### src/rtl/bram_arb_pkg.sv
// Shared types for the BRAM port arbiter: controller state and requester count.
// Optional write-to-read forwarding is enabled by defining BRAM_ARB_WR_FWD_EN.
package bram_arb_pkg;

  typedef enum logic [1:0] {
    RST  = 2'd0,
    INIT = 2'd1,
    RUN  = 2'd2
  } arb_state_e;

  localparam int NUM_REQ = 2;

endpackage

### src/rtl/bram_port_arbiter_rr_arb2.sv
// Two-way round-robin arbiter: grants the lone requester, or the one named by
// prio when both ask, and hands back the priority to use on the next cycle.
module rr_arb2
  import bram_arb_pkg::*;
(
  input  logic [NUM_REQ-1:0] req,
  input  logic               prio,
  output logic [NUM_REQ-1:0] gnt,
  output logic               prio_nxt
);

  // Only a contested grant moves the priority, and it moves to the loser.
  always_comb begin
    gnt      = '0;
    prio_nxt = prio;
    case (req)
      2'b01: gnt = 2'b01;
      2'b10: gnt = 2'b10;
      2'b11: begin
        gnt      = prio ? 2'b10 : 2'b01;
        prio_nxt = ~prio;
      end
      default: gnt = '0;
    endcase
  end

endmodule

### src/rtl/bram_port_arbiter.sv
// Shares one simple dual-port byte-write BRAM between two requesters, clearing
// it after reset. Define BRAM_ARB_WR_FWD_EN to forward same-cycle write data.
module bram_port_arbiter
  import bram_arb_pkg::*;
#(
  parameter int LEN_DATA = 32,
  parameter int LEN_ADDR = 10
) (
  input  logic                            clk,
  input  logic                            resetn,
  input  logic [NUM_REQ-1:0]              req_valid_i,
  output logic [NUM_REQ-1:0]              req_ready_o,
  input  logic [NUM_REQ*LEN_ADDR-1:0]     req_addr_i,
  input  logic [NUM_REQ*(LEN_DATA/8)-1:0] req_wstrb_i,
  input  logic [NUM_REQ*LEN_DATA-1:0]     req_wdata_i,
  output logic [NUM_REQ-1:0]              rsp_valid_o,
  output logic [LEN_DATA-1:0]             rsp_rdata_o,
  output logic                            init_done_o,
  output logic                            bram_ena_o,
  output logic [LEN_DATA/8-1:0]           bram_wea_o,
  output logic [LEN_ADDR-1:0]             bram_addra_o,
  output logic [LEN_DATA-1:0]             bram_dina_o,
  output logic                            bram_enb_o,
  output logic [LEN_ADDR-1:0]             bram_addrb_o,
  input  logic [LEN_DATA-1:0]             bram_doutb_i
);

  localparam int NSTRB = LEN_DATA / 8;

  arb_state_e state, state_nxt;
  logic [LEN_ADDR-1:0] cnt;
  logic                wr_prio, wr_prio_nxt;
  logic                rd_prio, rd_prio_nxt;
  logic                run;

  logic [LEN_ADDR-1:0] addr  [NUM_REQ];
  logic [NSTRB-1:0]    strb  [NUM_REQ];
  logic [LEN_DATA-1:0] wdata [NUM_REQ];
  logic [NUM_REQ-1:0]  wr_req, rd_req, wr_gnt, rd_gnt;
  logic                wr_sel, rd_sel;

  assign run = (state == RUN);

  for (genvar k = 0; k < NUM_REQ; k++) begin : g_unpack
    assign addr[k]   = req_addr_i[k*LEN_ADDR +: LEN_ADDR];
    assign strb[k]   = req_wstrb_i[k*NSTRB +: NSTRB];
    assign wdata[k]  = req_wdata_i[k*LEN_DATA +: LEN_DATA];
    assign wr_req[k] = run & req_valid_i[k] & (|strb[k]);
    assign rd_req[k] = run & req_valid_i[k] & ~(|strb[k]);
  end

  rr_arb2 u_wr_arb (
    .req      (wr_req),
    .prio     (wr_prio),
    .gnt      (wr_gnt),
    .prio_nxt (wr_prio_nxt)
  );

  rr_arb2 u_rd_arb (
    .req      (rd_req),
    .prio     (rd_prio),
    .gnt      (rd_gnt),
    .prio_nxt (rd_prio_nxt)
  );

  assign wr_sel      = wr_gnt[1];
  assign rd_sel      = rd_gnt[1];
  assign req_ready_o = wr_gnt | rd_gnt;

  always_ff @(posedge clk or negedge resetn) begin
    if (!resetn) begin
      state       <= RST;
      cnt         <= '0;
      wr_prio     <= 1'b0;
      rd_prio     <= 1'b0;
      rsp_valid_o <= '0;
      init_done_o <= 1'b0;
    end else begin
      state       <= state_nxt;
      wr_prio     <= wr_prio_nxt;
      rd_prio     <= rd_prio_nxt;
      rsp_valid_o <= rd_gnt;
      init_done_o <= (state_nxt == RUN);
      if (state == INIT) begin
        cnt <= cnt + LEN_ADDR'(1);
      end
    end
  end

  // Clear sweeps every address once, then the controller stays in RUN.
  always_comb begin
    state_nxt    = state;
    bram_ena_o   = 1'b0;
    bram_wea_o   = '0;
    bram_addra_o = '0;
    bram_dina_o  = '0;
    bram_enb_o   = 1'b0;
    bram_addrb_o = '0;
    case (state)
      RST: state_nxt = INIT;
      INIT: begin
        bram_ena_o   = 1'b1;
        bram_wea_o   = '1;
        bram_addra_o = cnt;
        if (cnt == '1) begin
          state_nxt = RUN;
        end
      end
      RUN: begin
        if (|wr_gnt) begin
          bram_ena_o   = 1'b1;
          bram_wea_o   = strb[wr_sel];
          bram_addra_o = addr[wr_sel];
          bram_dina_o  = wdata[wr_sel];
        end
        if (|rd_gnt) begin
          bram_enb_o   = 1'b1;
          bram_addrb_o = addr[rd_sel];
        end
      end
      default: state_nxt = RST;
    endcase
  end

`ifdef BRAM_ARB_WR_FWD_EN
  logic                fwd_hit_q;
  logic [NSTRB-1:0]    fwd_strb_q;
  logic [LEN_DATA-1:0] fwd_data_q;

  // The BRAM is read-first, so a colliding write is remembered for one cycle.
  always_ff @(posedge clk or negedge resetn) begin
    if (!resetn) begin
      fwd_hit_q  <= 1'b0;
      fwd_strb_q <= '0;
      fwd_data_q <= '0;
    end else begin
      fwd_hit_q  <= (|wr_gnt) & (|rd_gnt) & (bram_addra_o == bram_addrb_o);
      fwd_strb_q <= bram_wea_o;
      fwd_data_q <= bram_dina_o;
    end
  end

  always_comb begin
    rsp_rdata_o = bram_doutb_i;
    if (fwd_hit_q) begin
      for (int b = 0; b < NSTRB; b++) begin
        if (fwd_strb_q[b]) begin
          rsp_rdata_o[8*b +: 8] = fwd_data_q[8*b +: 8];
        end
      end
    end
  end
`else
  assign rsp_rdata_o = bram_doutb_i;
`endif

endmodule

### config.mk
export PLATFORM = sky130hd
export DESIGN_NAME = bram_port_arbiter
export DESIGN_NICKNAME = d
export VERILOG_FILES = /design/src/rtl/bram_arb_pkg.sv /design/src/rtl/bram_port_arbiter_rr_arb2.sv /design/src/rtl/bram_port_arbiter.sv
export SDC_FILE = /design/constraint.sdc
export NUM_CORES = 1
export LEC_CHECK = 0
export ABC_AREA = 1
export CAP_MARGIN = 20
export CORE_MARGIN = 4
export CORE_UTILIZATION = 33
export DETAILED_ROUTE_END_ITERATION = 8
export HOLD_SLACK_MARGIN = 0.12
export MAX_ROUTING_LAYER = met4
export PLACE_DENSITY = 0.95
export SKIP_LAST_GASP = 1
export SLEW_MARGIN = 20
export SYNTH_ARGS = -nofsm -noshare
export SYNTH_HDL_FRONTEND = slang
export SYNTH_SLANG_ARGS = --single-unit
### constraint.sdc
create_clock -name clk -period 4.5 [get_ports clk]
set_clock_uncertainty 0.2 [all_clocks]
set_input_delay 0.675 -clock clk [delete_from_list [all_inputs] [get_ports clk]]
set_output_delay 0.675 -clock clk [all_outputs]
set_load 0.02 [all_outputs]
==> qor.yml, run 1 <==
global_route:
  antenna_found_initial: 0
  grt_overflow: 0
  grt_pass1_vias: 2951
  grt_use_total_pct: 21.93
  grt_start_max_net_pins: 38
  grt_pass1_wl_mm: 14.50
critical_path:
  crit_type: "in2out"
  cp_slowest_cell: "clkdlybuf4s50_1"
  endpoint_kind: "primary output"
  crit_fanout: 37
  cp_top_family: "simple AND/OR/NAND/NOR gates"
  cp-start-kind: "input pin"
  r2r_slack_ps: 2200
  slowest_delay_ps: 660
  crit_chain: "clkdlybuf4s50_1 -> nor2_2 -> nand2_1 -> nand3b_4 -> nand2_4 -> nand2_1 -> nand2_1 -> a21oi_1 -> clkdlybuf4s50_1"
  r2r_end: "cnt[9]$_DFFE_PN0N_"
  crit_top_cell: "nand2_1"
  required_ps: 3620
  cp.arrival_ps: 3130
  reg2reg_depth: 6
  crit_buf_inv: 2
  r2r_start: "state[1]$_DFF_PN0_"
clock_tree:
  root_buffer: "clkbuf_8"
  cts_resized: 0
  post_cts_buffers: 0
  clock_latency_ps: 260
  clockBufferDepth: 2
  hold_buffers: 0
  clk_pin_slew_ps: 70
  cts_tree: "built"
  cts_sinks: 17
  cts_buffers: 3
  cts_htree_levels: 1
sta:
  min_period_over_period_pct: 89.10
  slew_headroom_pct: 48.15
  finalHoldViolCount: 0
  tightestPinTransition_ps: 775.3
  period_needed_ps: 4009
  max_freq_mhz: 249.4
  final_max_slew_viol_count: 0
  rsz0062_at_grt: "no"
  fin_setup_tns_ps: 0
  setup_viol: 0
  timing.hold.ws_ps: 314.3
floorplan:
  dieArea_sq_um: 8344
  rows: 30
  dieHeight_um: 91.35
  fp.dieW_um: 91.35
  io_pins: 223
  initial_core_util_pct: 33.93
  fp.coreArea_sq_um: 6756
placed_design:
  io_buffers: 158
  gp_congestion: 0.9221
  place_hpwl_mm: 7.869
status:
  status: "complete, no violations"
logic_synthesis:
  synth_edf_count: 0
  synth_nets: 515
  synth_area_sq_um: 2292
  ys_seq_elements: 17
  postSynthCellCount: 382
  synth_ff_type: "dfrtp_1"
  syn_avg_cell_area_sq_um: 6.001
  synth_seq_area_share_pct: 18.56
  synth_cell_types: 31
  ys_async_sr_fraction_pct: 100.0
  synth_warnings: 0
min_path:
  hold-path-endpoint: "cnt[7]$_DFFE_PN0N_"
  hold_depth: 1
  hp-start: "cnt[7]$_DFFE_PN0N_"
  hold_path.class: "reg2reg"
layout:
  fillCellCount: 615
  final_cell_mix: "clkdlybuf4s50_1 (158), nand2_1 (109), nand3_1 (99), inv_1 (42), dfrtp_1 (17)"
  area.growth.synth_to_final_pct: 61.14
  diodes: 0
  mostFrequentLayoutCell: "clkdlybuf4s50_1"
  nets: 627
  drive_gt1_share_pct: 4.462
power_and_ir_drop:
  ir_drop_mv: 0.1587
  power.density_nw_per_um2: 99.75
  p_leak_nw: 1.862
flow_run:
  drv_cap: 0
drt:
  first_pass_iters: 6
  drc: 0
  drt_iter0_drc: 218
  vias: 3022
  avgRoutedWirePerCell_um: 16.78
  antenna_left: 0
  wirelength_mm: 9.615
  via_per_inst: 5.274
-- logic make-up (layout without fill, tap and decap cells) --
| group | Yosys count | after routing | synth area share [%] |
|---|---|---|---|
| and+or+nand+nor | 231 | 231 | 45.69 |
| adders and majority gates | 5 | 5 | 2.729 |
| xor gates and xnor gates | 7 | 7 | 2.675 |
| AOI/OAI and AO/OA | 25 | 25 | 6.932 |
| buffers and inverters | 97 | 208 | 23.42 |
| DFF | 17 | 17 | 18.56 |
-- metal layers --
| metal | global-route usage (%) | wire length, um |
|---|---|---|
| met5 | - | 0 |
| met1 | 22.37 | 3331 |
| met2 | 39.55 | 4930 |
| met3 | 5.137 | 953 |
| met4 | 10.18 | 401 |
-- report_power, final --
part	internal, W	total [W]	switching [W]
registers	0.000153	0.000153	0
logic	0.0000737	0.0000990	0.0000253
clock network	0.0000615	0.000117	0.0000552
-- area by class of cell --
cell class | count | area (sq um) | share of cell area (%)
timing repair buffer | 161 | 1629 | 44.11
multi-input combinational | 268 | 1330 | 36.01
sequential | 17 | 425.4 | 11.52
inverter | 43 | 162.7 | 4.404
tap | 80 | 100.1 | 2.710
clock buffer | 3 | 41.29 | 1.118
clock inverter | 1 | 5.005 | 0.1355
-- stage by stage --
stage | cell area (sq um) | std cells | util [%] | power [W] | setup WS (ps)
finish | 3694 | 573 | 54.67 | 0.0003684 | 490.6
global route | 3694 | 573 | 54.67 | 0.0003787 | 385.6
global placement | 3647 | 569 | 53.98 | 0.0002533 | 665.0
detailed placement | 3647 | 569 | 53.98 | 0.0002540 | 487.5
CTS | 3694 | 573 | 54.67 | 0.0003688 | 490.2
floorplan | 2292 | 382 | - | 0.0002024 | 1976
-- flip-flops by register name, indices dropped and copies added (netlist names) --
name,flops
rd_prio,1
wr_prio,1
state,2
init_done_o,1
cnt,10
rsp_valid_o,2
-- synthesized netlist by cell type (2+ instances only) --
cell / count / area share, %
nand2_1: 109 / 18
nand3_1: 99 / 22
inv_1: 42 / 6.9
buf_4: 34 / 11
dfrtp_1: 17 / 19
buf_2: 14 / 3.1
nor2_1: 12 / 2.0
a21oi_1: 7 / 1.5
o21ai_1: 7 / 1.5
ha_1: 5 / 2.7
o21ai_0: 5 / 1.1
nor2_2: 4 / 1.1
xor2_1: 4 / 1.5
xnor2_1: 3 / 1.1
a21oi_4: 2 / 1.4
buf_6: 2 / 0.98
nand2_2: 2 / 0.55
-- how the worst max path moves through the flow --
stage	startpoint	to	slack, ps	cells past startpoint
floorplan	req_wstrb_i[0]	bram_wea_o[0]	1980	7
global placement	req_wstrb_i[0]	bram_wea_o[2]	670	9
detailed placement	req_wstrb_i[6]	bram_wea_o[3]	490	8
CTS	req_wstrb_i[6]	bram_wea_o[3]	490	8
global route	req_wstrb_i[6]	bram_wea_o[2]	390	8
finish	req_wstrb_i[1]	bram_wea_o[3]	490	9
Note: power is estimated with default switching activity, not from simulation.
==> run 2, diff against run 1 <==
CORE_AREA = 4 4 83 85   (was not set)
CORE_MARGIN = not set   (was 4)
CORE_UTILIZATION = not set   (was 33)
DIE_AREA = 0 0 87 89   (was not set)
DONT_BUFFER_PORTS = 1   (was not set)
PLACE_DENSITY = 0.63   (was 0.95)
==> run 2 against run 1 <==
- utilization is 21 points lower
- sequential power is essentially flat
- sequential cell count stayed put
- global-route usage decreased by 3.5 points
- first-iteration DRC count fell by 48%
- via count is 24% lower
==> qor.yml, run 2 (synthesis results as in run 1) <==
status:
  status: "complete, no violations"
layout:
  regMostFlops: "cnt"
  largest_reg_flops: 10
  nets: 469
  mostFrequentLayoutCell: "nand2_1"
  drive_gt1_share_pct: 5.970
  final_cell_mix: "nand2_1 (109), nand3_1 (99), inv_1 (42), dfrtp_1 (17), nor2_1 (12)"
  area.growth.synth_to_final_pct: -8.843
  reg.largest.list: "cnt (10), rsp_valid_o (2), state (2)"
  fin_area_sq_um: 2090
floorplan:
  dieArea_sq_um: 7743
  dieHeight_um: 89
  io_pins: 223
  initial_core_util_pct: 36.94
  rows: 29
  fp.coreArea_sq_um: 6205
  fp.dieW_um: 87
sta:
  finalHoldViolCount: 0
  period_needed_ps: 3445
  rsz0062_at_grt: "no"
  final_max_slew_viol_count: 0
  slew_headroom_pct: 47.69
  min_period_over_period_pct: 76.56
  tightestPinTransition_ps: 782.0
  fin_setup_tns_ps: 0
  max_freq_mhz: 290.3
  setup_viol: 0
placed_design:
  place_hpwl_mm: 6.133
  io_buffers: 0
  dpl_cell_area_sq_um: 2029
  gp_congestion: 0.8445
global_route:
  antenna_found_initial: 2
  grt_start_max_net_pins: 45
  grt_pass1_wl_mm: 10.88
  grt_use_total_pct: 18.44
  grt_pass1_vias: 2079
  grt_overflow: 0
clock_tree:
  root_buffer: "clkbuf_8"
  cts_buffers: 3
  clockBufferDepth: 2
  clock_latency_ps: 240
  cts_tree: "built"
  post_cts_buffers: 0
  cts_htree_levels: 1
  cts_sinks: 17
  cts_resized: 0
  clk_pin_slew_ps: 60
critical_path:
  crit_fanout: 43
  endpoint_kind: "primary output"
  reg2reg_depth: 8
  required_ps: 3620
  r2r_end: "init_done_o$_DFF_PN0_"
  r2r_start: "state[1]$_DFF_PN0_"
  worstSetupStartpoint: "state[0]$_DFF_PN0_"
  r2r_slack_ps: 2220
  crit_type: "reg2out"
  cp.arrival_ps: 2570
  cp-start-kind: "flop"
drt:
  drc: 0
  via_per_inst: 5.543
  avgRoutedWirePerCell_um: 18.66
  first_pass_iters: 7
  wirelength_mm: 7.724
  antenna_left: 0
  vias: 2295
  drt_iter0_drc: 113
min_path:
  hold-path-endpoint: "cnt[7]$_DFFE_PN0N_"
  hold_path.class: "reg2reg"
  hp-start: "cnt[7]$_DFFE_PN0N_"
  hold_depth: 1
power_and_ir_drop:
  intPower_w: 0.0002181
  p_seq_share_pct: 55.7
  power_switching_w: 0.00005603
  combPwrFrac_pct: 3.4
  finalPower_w: 0.0002742
  power.density_nw_per_um2: 131.2
  pwr-share-clk_pct: 40.8
  p_sw_share_pct: 20.44
  p_leak_nw: 1.262
  ir_drop_mv: 0.07487
flow_run:
  drv_cap: 0
## run 2: cell count changes in the layout (fill, tap and decap cells not counted)
cell	previous run	this run
clkdlybuf4s50_1	158	0
buf_12	2	0
diode_2	0	2
buf_4	1	2
clkbuf_1	0	1
clkinv_2	2	1
dlygate4sd3_1	0	1
## run 2: cell type report
cell class | count | area (sq um)
diodes | 2 | 5.005
clock buffers | 4 | 45.04
fillers | 702 | 4115
inverters | 43 | 162.7
multi-input cells | 268 | 1330
flip-flops and latches | 17 | 425.4
well taps | 77 | 96.34
repair buffers | 3 | 25.02
## run 2: worst max-delay path, stage by stage (launching register included)
cell and delay (ps):
dfrtp_1 430, inv_1 90, ha_1 260, nand2_2 150, nand3b_4 450, nand2_4 340
nand2_1 160, nand2_1 70, a21oi_1 370
## run 2: power groups by stage
stage | combinational [W] | sequential, W | clock, W
2_1_floorplan | 0.0000467 | 0.000156 | 0
3_3_place_gp | 0.00000573 | 0.000156 | 0
3_5_place_dp | 0.00000573 | 0.000156 | 0
4_1_cts | 0.00000945 | 0.000153 | 0.000114
5_1_grt | 0.0000104 | 0.000153 | 0.000121
6_report | 0.00000939 | 0.000153 | 0.000112
## run 2: per-stage QoR
stage                     hold slack (ps)  instances  util (%)  setup WS, ps
after floorplan                     179.4        382         -          1976
after global placement              180.2        407     32.71          1325
after detailed placement            180.1        407     32.71          1239
after CTS                           301.3        412     33.60          1025
after global routing                325.5        414     33.68         820.4
final                               301.7        414     33.68          1055
## run 2: how the worst max path moves through the flow
| stage | end |
|---|---|
| detailed placement | bram_wea_o[3] |
| global placement | bram_wea_o[0] |
| CTS | bram_wea_o[3] |
| floorplan | bram_wea_o[0] |
| global route | bram_wea_o[0] |
| finish | bram_wea_o[3] |
## run 2: layer usage
| layer | part of all wire [%] | routed length [um] | vias up | global-route usage (%) |
|---|---|---|---|---|
| li1 | - | - | 1096 | - |
| met1 | 38 | 2960 | 1044 | 21.19 |
| met2 | 49 | 3800 | 147 | 31.88 |
| met3 | 12 | 909 | 8 | 5.438 |
| met4 | 0.69 | 53 | 0 | 3.824 |
| met5 | 0 | 0 | - | - |
## run 2: repair_timing
item | CTS | global route
hold buffers | 1 | 0
setup endpoints to repair | 0 | 0
endpoints found under the hold margin | 17 | 0
==> run 3, diff against run 2 <==
PLACE_DENSITY = 0.65   (was 0.63)
clock period = 2.9 ns   (was 4.5 ns; I/O delays follow)
==> run 3 against run 2 <==
- global-route usage up 0.79 points
- sequential cell count unchanged
- largest power group unchanged
- via count up 1.4%
- critical endpoint is now bram_addrb_o[0]
- sequential power up 55%
==> qor.yml, run 3 (synthesis results as in run 1) <==
global_route:
  grt_overflow: 0
  grt_pass1_vias: 2135
  met2_usage_pct: 31.88
  antenna_found_initial: 1
  grt_use_met3_pct: 6.544
  grt_pass1_wl_mm: 11.18
  grt_use_total_pct: 19.23
  grt.busiest_layer: "met2"
  use_met1_pct: 22.40
  grt_start_max_net_pins: 41
layout:
  regMostFlops: "cnt"
  area.growth.synth_to_final_pct: -2.675
  final_cell_mix: "nand2_1 (109), nand3_1 (98), inv_1 (42), dfrtp_1 (17)"
  reg.largest.list: "cnt (10), rsp_valid_o (2), state (2)"
  drive_gt1_share_pct: 9.510
  mostFrequentLayoutCell: "nand2_1"
  largest_reg_flops: 10
  nets: 481
  stdcell_count: 425
status:
  status: "complete, no violations"
floorplan:
  io_pins: 223
  dieArea_sq_um: 7743
  dieHeight_um: 89
  fp.coreArea_sq_um: 6205
  fp.dieW_um: 87
  initial_core_util_pct: 36.94
  rows: 29
power_and_ir_drop:
  p_leak_nw: 1.330
  power.density_nw_per_um2: 193.9
  ir_drop_mv: 0.1436
  finalPower_w: 0.0004327
min_path:
  hold_path.class: "reg2reg"
  hp-start: "cnt[9]$_DFFE_PN0N_"
  hold_depth: 1
  hold-path-endpoint: "cnt[9]$_DFFE_PN0N_"
clock_tree:
  cts_htree_levels: 1
  cts_buffers: 3
  cts_tree: "built"
  root_buffer: "clkbuf_8"
  clk_pin_slew_ps: 70
  clockBufferDepth: 2
  cts_sinks: 17
  clock_latency_ps: 250
placed_design:
  io_buffers: 0
  pre_cts_slack_ps: 220.8
  place_hpwl_mm: 6.451
  place_inst: 415
  gp_congestion: 0.8679
critical_path:
  reg2reg_depth: 6
  r2r_slack_ps: 610
  required_ps: 2270
  r2r_start: "state[1]$_DFF_PN0_"
  endpoint_kind: "primary output"
  crit_type: "reg2out"
  cp.arrival_ps: 2110
  r2r_end: "cnt[9]$_DFFE_PN0N_"
  cp-start-kind: "flop"
  crit_fanout: 11
sta:
  slew_headroom_pct: 44.95
  max_freq_mhz: 364.3
  rsz0062_at_grt: "yes"
  setup_ws_ps: 155.0
  period_needed_ps: 2745
  min_period_over_period_pct: 94.66
  finalHoldViolCount: 0
  tightestPinTransition_ps: 823.0
  final_max_slew_viol_count: 0
  setup_viol: 0
  timing.hold.ws_ps: 311.6
drt:
  drt_iter0_drc: 144
  first_pass_iters: 6
  avgRoutedWirePerCell_um: 18.85
  drc: 0
  antenna_left: 0
  wirelength_mm: 8.011
  vias: 2327
  via_per_inst: 5.475
flow_run:
  drv_cap: 0
## run 3: worst max-delay path by stage
| stage | startpoint | to | slack (ps) |
|---|---|---|---|
| finish | state[0]$_DFF_PN0_ | bram_addrb_o[0] | 150 |
| global placement | state[0]$_DFF_PN0_ | bram_wea_o[1] | 370 |
| global route | state[0]$_DFF_PN0_ | bram_addrb_o[0] | -10 |
| detailed placement | state[0]$_DFF_PN0_ | bram_wea_o[2] | 220 |
| floorplan | state[0]$_DFF_PN0_ | bram_wea_o[0] | 650 |
| CTS | state[0]$_DFF_PN0_ | bram_wea_o[1] | 30 |
## run 3: per-stage QoR
stage,instance area [sq um],setup TNS [ps],utilization [%]
5_1_grt,2231,-22.65,35.95
2_1_floorplan,2292,0,-
4_1_cts,2162,0,34.85
3_5_place_dp,2102,0,33.88
3_3_place_gp,2102,0,33.88
6_report,2231,0,35.95
## run 3: per-layer routing
layer / vias up / share of wire (%)
met2: 141 / 48
met3: 10 / 12
met1: 1059 / 39
met4: 0 / 1.3
met5: - / 0
li1: 1117 / -
## run 3: worst max-delay path, stage by stage, from the launching register on
cell and delay, ps:
dfrtp_1 430, inv_1 100, ha_1 230, nand2_2 100, clkinv_2 110, nand3_2 120, inv_1 320, nand2_1 90
nand2_1 70, o21ai_0 110, inv_1 170
## run 3: layout make-up
class | count | area, sq um
diodes | 1 | 2.502
clock buffers | 4 | 45.04
well taps | 77 | 96.34
fillers | 690 | 3974
flip-flops and latches | 17 | 425.4
repair buffers | 15 | 140.1
multi-input cells | 268 | 1359
inverters | 43 | 162.7
## run 3: what timing repair did
item	in CTS	in global routing
setup endpoints to repair	4	36
endpoints found under the hold margin	17	0
gates resized for setup	1	3
buffers inserted	0	4
hold buffers	1	0
## run 3: power breakdown
part | switching, W | internal (W) | total, W
logic | 0.0000108 | 0.00000414 | 0.0000149
registers | 0 | 0.000237 | 0.000237
clock network | 0.0000831 | 0.0000976 | 0.000181
total | 0.0000938 | 0.000339 | 0.000433
